**src/rtl/md_unit_sequencer_pkg.sv**
```systemverilog
// Shared definitions for the RV32M multiply/divide sequencer:
// funct3 op codes, FSM state encoding and small op-decode helpers.
package md_unit_sequencer_pkg;

    localparam int XLEN_DEF = 32;

    localparam logic [2:0] MD_OP_MUL    = 3'b000;
    localparam logic [2:0] MD_OP_MULH   = 3'b001;
    localparam logic [2:0] MD_OP_MULHSU = 3'b010;
    localparam logic [2:0] MD_OP_MULHU  = 3'b011;
    localparam logic [2:0] MD_OP_DIV    = 3'b100;
    localparam logic [2:0] MD_OP_DIVU   = 3'b101;
    localparam logic [2:0] MD_OP_REM    = 3'b110;
    localparam logic [2:0] MD_OP_REMU   = 3'b111;

    typedef enum logic [1:0] {
        S_IDLE     = 2'd0,
        S_MUL_WAIT = 2'd1,
        S_DIV_WAIT = 2'd2,
        S_DONE     = 2'd3
    } md_state_e;

    function automatic logic op_is_div(input logic [2:0] op);
        return op[2];
    endfunction

    function automatic logic op_is_rem(input logic [2:0] op);
        return op[1];
    endfunction

    function automatic logic op_is_signed(input logic [2:0] op);
        return ~op[0];
    endfunction

endpackage

```
**src/rtl/md_unit_sequencer_if.sv**
```systemverilog
// EX-stage request/response bundle for the multiply/divide sequencer.
// master = EX stage, slave = sequencer.
interface md_unit_sequencer_if
    import md_unit_sequencer_pkg::*;
#(
    parameter int XLEN = XLEN_DEF
);
    logic            req_valid;
    logic [2:0]      req_op;
    logic [XLEN-1:0] req_rs1;
    logic [XLEN-1:0] req_rs2;
    logic            flush;
    logic            md_alu_stall;
    logic            rsp_valid;
    logic [XLEN-1:0] rsp_result;

    modport master (
        output req_valid, req_op, req_rs1, req_rs2, flush,
        input  md_alu_stall, rsp_valid, rsp_result
    );

    modport slave (
        input  req_valid, req_op, req_rs1, req_rs2, flush,
        output md_alu_stall, rsp_valid, rsp_result
    );
endinterface

```
**src/rtl/md_unit_sequencer_div_special.sv**
```systemverilog
// Detects divide-by-zero and signed overflow and produces the
// architectural result for those cases without running the divider.
module md_div_special
    import md_unit_sequencer_pkg::*;
#(
    parameter int XLEN = XLEN_DEF
) (
    input  logic [XLEN-1:0] a,
    input  logic [XLEN-1:0] b,
    input  logic            sgn,
    input  logic            rem,
    output logic            hit,
    output logic [XLEN-1:0] result
);
    logic [XLEN-1:0] min_neg;
    logic            div0;
    logic            ovf;

    assign min_neg = {1'b1, {(XLEN-1){1'b0}}};
    assign div0    = (b == '0);
    assign ovf     = sgn & (a == min_neg) & (b == '1);
    assign hit     = div0 | ovf;

    // Select the fixed result: x/0 = all ones, x%0 = x, MIN/-1 = MIN, MIN%-1 = 0
    always_comb begin
        result = '0;
        if (div0) begin
            result = rem ? a : '1;
        end else if (ovf) begin
            result = rem ? '0 : a;
        end
    end
endmodule

```
**src/rtl/md_unit_sequencer.sv**
```systemverilog
// Sequences the EX-stage multiplier and iterative divider for RV32M ops,
// stalling EX until one result is returned; reuses the last quot/rem pair.
module md_unit_sequencer
    import md_unit_sequencer_pkg::*;
#(
    parameter int XLEN    = XLEN_DEF,
    parameter int FUSE_EN = 1
) (
    input  logic               clk,
    input  logic               reset,
    md_unit_sequencer_if.slave ex,
    output logic               mul_start,
    output logic [1:0]         mul_op,
    input  logic               mul_done,
    input  logic [XLEN-1:0]    mul_result,
    output logic               div_start,
    output logic               div_signed,
    output logic               div_abort,
    input  logic               div_done,
    input  logic [XLEN-1:0]    div_quot,
    input  logic [XLEN-1:0]    div_rem,
    output logic [XLEN-1:0]    op_a,
    output logic [XLEN-1:0]    op_b
);
    md_state_e       state;
    md_state_e       state_nx;

    logic            accept;
    logic            launch_mul;
    logic            launch_div;
    logic            fast_done;
    logic            mul_take;
    logic            div_take;

    logic            req_sgn;
    logic            req_rem;
    logic            spec_hit;
    logic            cache_hit;
    logic [XLEN-1:0] spec_res;
    logic [XLEN-1:0] fast_res;
    logic            rem_q;

    logic            cache_valid;
    logic            cache_sgn;
    logic [XLEN-1:0] cache_a;
    logic [XLEN-1:0] cache_b;
    logic [XLEN-1:0] cache_quot;
    logic [XLEN-1:0] cache_rem;

    assign req_sgn  = op_is_signed(ex.req_op);
    assign req_rem  = op_is_rem(ex.req_op);
    assign accept   = (state == S_IDLE) & ex.req_valid & ~ex.flush;
    assign mul_take = (state == S_MUL_WAIT) & mul_done & ~ex.flush;
    assign div_take = (state == S_DIV_WAIT) & div_done & ~ex.flush;

    assign cache_hit = (FUSE_EN != 0) & cache_valid
                     & (cache_a == ex.req_rs1)
                     & (cache_b == ex.req_rs2)
                     & (cache_sgn == req_sgn);

    assign fast_res = spec_hit ? spec_res
                    : (req_rem ? cache_rem : cache_quot);

    md_div_special #(.XLEN(XLEN)) u_special (
        .a      (ex.req_rs1),
        .b      (ex.req_rs2),
        .sgn    (req_sgn),
        .rem    (req_rem),
        .hit    (spec_hit),
        .result (spec_res)
    );

    // State register
    always_ff @(posedge clk) begin
        if (reset) begin
            state <= S_IDLE;
        end else begin
            state <= state_nx;
        end
    end

    // Next state, stall/response strobes and unit launch decisions
    always_comb begin
        state_nx        = state;
        ex.md_alu_stall = 1'b0;
        ex.rsp_valid    = 1'b0;
        div_abort       = 1'b0;
        launch_mul      = 1'b0;
        launch_div      = 1'b0;
        fast_done       = 1'b0;
        case (state)
            S_IDLE: begin
                if (accept) begin
                    ex.md_alu_stall = 1'b1;
                    if (!op_is_div(ex.req_op)) begin
                        launch_mul = 1'b1;
                        state_nx   = S_MUL_WAIT;
                    end else if (spec_hit || cache_hit) begin
                        fast_done = 1'b1;
                        state_nx  = S_DONE;
                    end else begin
                        launch_div = 1'b1;
                        state_nx   = S_DIV_WAIT;
                    end
                end
            end
            S_MUL_WAIT: begin
                if (ex.flush) begin
                    state_nx = S_IDLE;
                end else begin
                    ex.md_alu_stall = 1'b1;
                    if (mul_done) state_nx = S_DONE;
                end
            end
            S_DIV_WAIT: begin
                if (ex.flush) begin
                    div_abort = 1'b1;
                    state_nx  = S_IDLE;
                end else begin
                    ex.md_alu_stall = 1'b1;
                    if (div_done) state_nx = S_DONE;
                end
            end
            S_DONE: begin
                ex.rsp_valid = ~ex.flush;
                state_nx     = S_IDLE;
            end
            default: state_nx = S_IDLE;
        endcase
    end

    // Operand latch, unit start pulses and result capture
    always_ff @(posedge clk) begin
        if (reset) begin
            mul_start     <= 1'b0;
            div_start     <= 1'b0;
            mul_op        <= '0;
            div_signed    <= 1'b0;
            rem_q         <= 1'b0;
            op_a          <= '0;
            op_b          <= '0;
            ex.rsp_result <= '0;
        end else begin
            mul_start <= launch_mul;
            div_start <= launch_div;
            if (accept) begin
                mul_op     <= ex.req_op[1:0];
                div_signed <= req_sgn;
                rem_q      <= req_rem;
                op_a       <= ex.req_rs1;
                op_b       <= ex.req_rs2;
            end
            if (fast_done) begin
                ex.rsp_result <= fast_res;
            end else if (mul_take) begin
                ex.rsp_result <= mul_result;
            end else if (div_take) begin
                ex.rsp_result <= rem_q ? div_rem : div_quot;
            end
        end
    end

    // Quotient/remainder reuse cache, refreshed by every completed divide
    always_ff @(posedge clk) begin
        if (reset) begin
            cache_valid <= 1'b0;
            cache_sgn   <= 1'b0;
            cache_a     <= '0;
            cache_b     <= '0;
            cache_quot  <= '0;
            cache_rem   <= '0;
        end else if (div_take) begin
            cache_valid <= 1'b1;
            cache_sgn   <= div_signed;
            cache_a     <= op_a;
            cache_b     <= op_b;
            cache_quot  <= div_quot;
            cache_rem   <= div_rem;
        end
    end
endmodule

```
**src/flat_wrapper.sv**
```systemverilog
// flat-port wrapper written by rule: the top's interface ports become plain ports
module md_unit_sequencer_flat import md_unit_sequencer_pkg::*;
#(
    parameter int XLEN    = XLEN_DEF,
    parameter int FUSE_EN = 1
)
  (clk, reset, mul_start, mul_op, mul_done, mul_result, div_start, div_signed, div_abort, div_done, div_quot, div_rem, op_a, op_b, ex_req_valid, ex_req_op, ex_req_rs1, ex_req_rs2, ex_flush, ex_md_alu_stall, ex_rsp_valid, ex_rsp_result);
  md_unit_sequencer_if #(.XLEN(XLEN)) ex_i ();
  input  logic clk;
  input  logic reset;
  output logic mul_start;
  output logic [1:0] mul_op;
  input  logic mul_done;
  input  logic [XLEN-1:0] mul_result;
  output logic div_start;
  output logic div_signed;
  output logic div_abort;
  input  logic div_done;
  input  logic [XLEN-1:0] div_quot;
  input  logic [XLEN-1:0] div_rem;
  output logic [XLEN-1:0] op_a;
  output logic [XLEN-1:0] op_b;
  input wire logic [$bits(ex_i.req_valid)-1:0] ex_req_valid;
  input wire logic [$bits(ex_i.req_op)-1:0] ex_req_op;
  input wire logic [$bits(ex_i.req_rs1)-1:0] ex_req_rs1;
  input wire logic [$bits(ex_i.req_rs2)-1:0] ex_req_rs2;
  input wire logic [$bits(ex_i.flush)-1:0] ex_flush;
  output wire logic [$bits(ex_i.md_alu_stall)-1:0] ex_md_alu_stall;
  output wire logic [$bits(ex_i.rsp_valid)-1:0] ex_rsp_valid;
  output wire logic [$bits(ex_i.rsp_result)-1:0] ex_rsp_result;
  assign ex_i.req_valid = ex_req_valid;
  assign ex_i.req_op = ex_req_op;
  assign ex_i.req_rs1 = ex_req_rs1;
  assign ex_i.req_rs2 = ex_req_rs2;
  assign ex_i.flush = ex_flush;
  assign ex_md_alu_stall = ex_i.md_alu_stall;
  assign ex_rsp_valid = ex_i.rsp_valid;
  assign ex_rsp_result = ex_i.rsp_result;
  md_unit_sequencer #(.XLEN(XLEN), .FUSE_EN(FUSE_EN)) u_core (.clk(clk), .reset(reset), .ex(ex_i), .mul_start(mul_start), .mul_op(mul_op), .mul_done(mul_done), .mul_result(mul_result), .div_start(div_start), .div_signed(div_signed), .div_abort(div_abort), .div_done(div_done), .div_quot(div_quot), .div_rem(div_rem), .op_a(op_a), .op_b(op_b));
endmodule
```
**config.mk**
```make
export PLATFORM = sky130hd
export DESIGN_NAME = md_unit_sequencer_flat
export DESIGN_NICKNAME = d
export VERILOG_FILES = /design/src/rtl/md_unit_sequencer_pkg.sv /design/src/rtl/md_unit_sequencer_if.sv /design/src/rtl/md_unit_sequencer_div_special.sv /design/src/rtl/md_unit_sequencer.sv /design/src/flat_wrapper.sv
export SDC_FILE = /design/constraint.sdc
export NUM_CORES = 1
export LEC_CHECK = 0
export BUFFER_PORTS_ARGS = -buffer_cell sky130_fd_sc_hd__buf_2
export CAP_MARGIN = 40
export CORE_UTILIZATION = 44
export CTS_CLUSTER_SIZE = 12
export DETAILED_ROUTE_END_ITERATION = 8
export PLACE_DENSITY = 0.77
export SETUP_SLACK_MARGIN = 0.15
export SYNTH_ARGS = -nofsm -noshare
export SYNTH_HDL_FRONTEND = slang
export SYNTH_HIERARCHICAL = 1
export SYNTH_SLANG_ARGS = --single-unit
```
**constraint.sdc**
```tcl
create_clock -name clk -period 7.26 [get_ports clk]
set_input_delay 0.363 -clock clk [delete_from_list [all_inputs] [get_ports clk]]
set_output_delay 0.363 -clock clk [all_outputs]
set_load 0.02 [all_outputs]
```
==> qor.tcl <==
set qor(synth_top_cell_by_area) {dfxtp_1}
set qor(grt_antenna_before_repair) 3
set qor(power_frac_clock_pct) 33.3
set qor(port_buffers) 272
set qor(leakage_power_figure_nw) 6.27
set qor(post-cts-setup-buffers) 0
set qor(setup_tns_ps) 0
set qor(largest_cells_by_area_after_synthesis) {dfxtp_1 38%, nand2_1 12%, a21oi_1 9.6%, mux2_2 5.9%, mux2i_1 5.3%}
set qor(relSlewSlack_pct) 35.2
set qor(outcome) {complete, no violations}
set qor(insertion_delay_ps) 530
set qor(drt_iter0_markers) 1216
set qor(cp_max_fo) 79
set qor(stdcell_area_um2) 14400
set qor(critPathArrivalTime_ps) 3770
set qor(gr-max-usage-layer) {met2}
set qor(clk_pin_slew_worst_paths_ps) 60
set qor(final_antenna_net_count) 0
set qor(fillers) 2481
set qor(comb_power_share_pct) 28.8
set qor(swShare_pct) 33.6
set qor(power.share.sequential_pct) 37.9
set qor(multi_input_comb_area_um2) 6840
set qor(power_mw) 4.12
set qor(setup.worst_path.end_class) {flop}
set qor(slew_violations) 0
set qor(post_route_cells_drive_above_1_share_pct) 23.3
set qor(initial_utilization_pct) 45.0
set qor(synth_area_um2) 12200
set qor(grt_use_met2_pct) 41.6
set qor(synthesis.area_per_instance_um2) 7.78
set qor(vias_per_cell) 5.78
set qor(timing_worst_slew_pin_value_ps) 972
set qor(grt_setup_unrepaired) {false}
set qor(register_area_share_after_synthesis_pct) 38.3
set qor(yosys_warnings) 6
set qor(crit-reg2reg-launch) {u_core/state[0]}
set qor(yosys.cell_types.count) 53
set qor(placement_rows) 60
set qor(setup-violations-final) 0
set qor(time_the_final_worst_path_needs_with_i_o_delays_and_setup_ps) 3360
set qor(global_route_total_usage_across_every_layer_pct) 26.8
set qor(beginning_of_the_critical_path) {ex_req_rs2[2]}
set qor(vdd.ir_drop.worst_mv) 0.189
set qor(regArea_um2) 4670
set qor(grt_util_met3_pct) 4.72
set qor(wl_um) 39800
set qor(die-area_um2) 28300
set qor(use_met1_pct) 36.4
set qor(dr_total_vias) 12100
set qor(ioPinCount) 273
set qor(portion_of_synthesized_cell_area_occupied_by_the_leading_cell_type_pct) 38.3
set qor(power_switching_mw) 1.38
set qor(hold_class) {in2reg}
set qor(wire_length_of_the_first_global_routing_pass_um) 60400
set qor(maxCapViolations) 0
set qor(synth_cells) 1563
set qor(async_reset_ff_share_pct) 0
set qor(fmaxAchievable_ghz) 0.298
set qor(avgRoutedWirePerCell_um) 19.0
set qor(tritoncts) {built}
set qor(post_dp_cell_area_um2) 13600
set qor(placeable_core_area_um2) 27000
set qor(max-clock-path-buffers) 3
set qor(die_h_um) 168
set qor(cp.required_ps) 7670
set qor(globalplace.congestion) 0.906
set qor(htreeDepth) 1
set qor(postCtsHoldBufs) 0
set qor(yosys_most_used_dff) {dfxtp_1}
set qor(floorplan.die.width_um) 168
set qor(cts_buffers) 26
set qor(layout_stage_area_growth_over_the_synthesis_result_pct) 18.7
set qor(final_net_count) 1917
set qor(number_of_gates_resized_after_cts) 0
set qor(hp-start) {ex_req_op[2]}
set qor(grt_max_degree) 162
set qor(final_min_period_over_clock_period_pct) 46.3
set qor(global_route.overflow_total) 0
set qor(count_of_flip_flops_with_a_built_in_enable_after_synthesis) 0
set qor(synth.ff_latch_count) 233
set qor(finalHoldViolations) 0
set qor(numClockSinks) 233
set qor(power_density_nw_per_um2) 285
set qor(preCtsSetupSlack_ps) 3500
set qor(grt_pass1_vias) 10900
set qor(detail_route.drc_violations) 0
set qor(dp_hpwl_um) 26900
set qor(ctsRootBufferMaster) {clkbuf_16}
set qor(start_kind) {input pin}
set qor(path_class) {in2reg}
set qor(timing.final.ws_setup_ps) 3900
set qor(synth_fp_nets) 1738
set qor(drt_pass1_iterations) 5
set qor(stdcell_count) 2099
set qor(finalClockSkew_ps) 7.19
set qor(p_int_mw) 2.73
set qor(placed_instances) 2055
## worst paths after layout
kind	end	slack [ps]	cells past startpoint
setup / recovery	u_core/ex.rsp_result[25]	3900	13
hold / removal	u_core/mul_start	50	2
setup reg to reg	u_core/ex.rsp_result[15]	4450	9
hold reg to reg	u_core/cache_quot[25]	450	2
## layout make-up
type / count / area share [%]
sequential: 233 / 32.3
tap: 341 / 2.95
clock inverter: 9 / 0.832
timing repair buffer: 289 / 10.8
antenna: 1 / 0.0173
multi-input combinational: 1173 / 47.3
clock buffer: 34 / 5.28
inverter: 19 / 0.494
## metrics by stage
stage | hold WS (ps) | util (%)
global route | 46.5 | 53.4
detailed placement | 446 | 50.2
global placement | 442 | 49.9
floorplan | 436 | -
finish | 50.0 | 53.4
CTS | 35.8 | 53.4
## power by group through the flow
| stage | clock network [mW] | logic, mW | registers (mW) |
|---|---|---|---|
| detailed placement | 0 | 1.17 | 1.58 |
| CTS | 1.39 | 1.18 | 1.55 |
| global route | 1.44 | 1.29 | 1.57 |
| floorplan | 0 | 0.645 | 1.70 |
| global placement | 0 | 1.12 | 1.58 |
| finish | 1.37 | 1.19 | 1.56 |
## cells in the final DEF, fill, tap and decap left out, types with 7 or more instances in the layout
cell	n
mux2i_1	64
clkbuf_8	7
xor2_1	44
dfxtp_1	232
a21oi_1	233
a21o_1	30
buf_2	271
nand4_1	43
clkbuf_16	27
mux2_2	64
a31oi_1	32
nand2_1	398
nor3_1	33
buf_4	13
inv_1	18
nor2b_1	7
nor2_1	72
nand3_1	35
nor4_1	21
a2111o_1	31
## per-layer routing
layer	vias up	wire length, um
met4	4	1690
met5	-	27
met1	5689	16900
li1	5795	-
met3	96	3280
met2	555	18000
## critical path: stages
cell,delay [ps]
buf_2,120
nor4_1,360
nand4_1,340
nor2_2,160
buf_4,350
o21bai_4,190
buf_4,450
buf_4,670
nor2_1,110
a21oi_1,160
nor2_1,80
a31oi_1,230
nand3_1,100
## sequential cells by signal, summed over array words and instances, names as in the netlist
signal,cells
u_core/cache_a,32
u_core/cache_b,32
u_core/cache_quot,32
u_core/cache_rem,32
u_core/ex.rsp_result,32
u_core/op_a,32
u_core/op_b,32
u_core/mul_op,2
u_core/state,2
u_core/cache_sgn,1
u_core/cache_valid,1
u_core/div_signed,1
u_core/div_start,1
u_core/mul_start,1
## cell families (layout without fill, tap and decap cells)
group | after synthesis | count (layout) | synth area share (%)
AOI/OAI and AO/OA | 348 | 348 | 17.4
xor gates and xnor gates | 49 | 49 | 3.53
adders and majority gates | 6 | 6 | 0.617
buffers and inverters | 157 | 351 | 5.75
DFF | 233 | 233 | 38.3
muxes | 128 | 128 | 11.2
other | 0 | 1 | 0
and+or+nand+nor | 642 | 642 | 23.1
## cells in the mapped netlist (5+ instances only)
| library cell | n |
|---|---|
| a2111o_1 | 31 |
| a21o_1 | 30 |
| a21oi_1 | 233 |
| a31oi_1 | 32 |
| buf_1 | 6 |
| buf_2 | 34 |
| buf_6 | 7 |
| clkbuf_1 | 87 |
| dfxtp_1 | 233 |
| ha_1 | 6 |
| inv_1 | 18 |
| mux2_2 | 64 |
| mux2i_1 | 64 |
| nand2_1 | 398 |
| nand2b_1 | 6 |
| nand3_1 | 35 |
| nand4_1 | 43 |
| nor2_1 | 74 |
| nor2b_1 | 7 |
| nor3_1 | 34 |
| nor4_1 | 22 |
| or4_1 | 6 |
| xnor2_1 | 5 |
| xor2_1 | 44 |
Note: power is estimated with default switching activity, not from simulation.
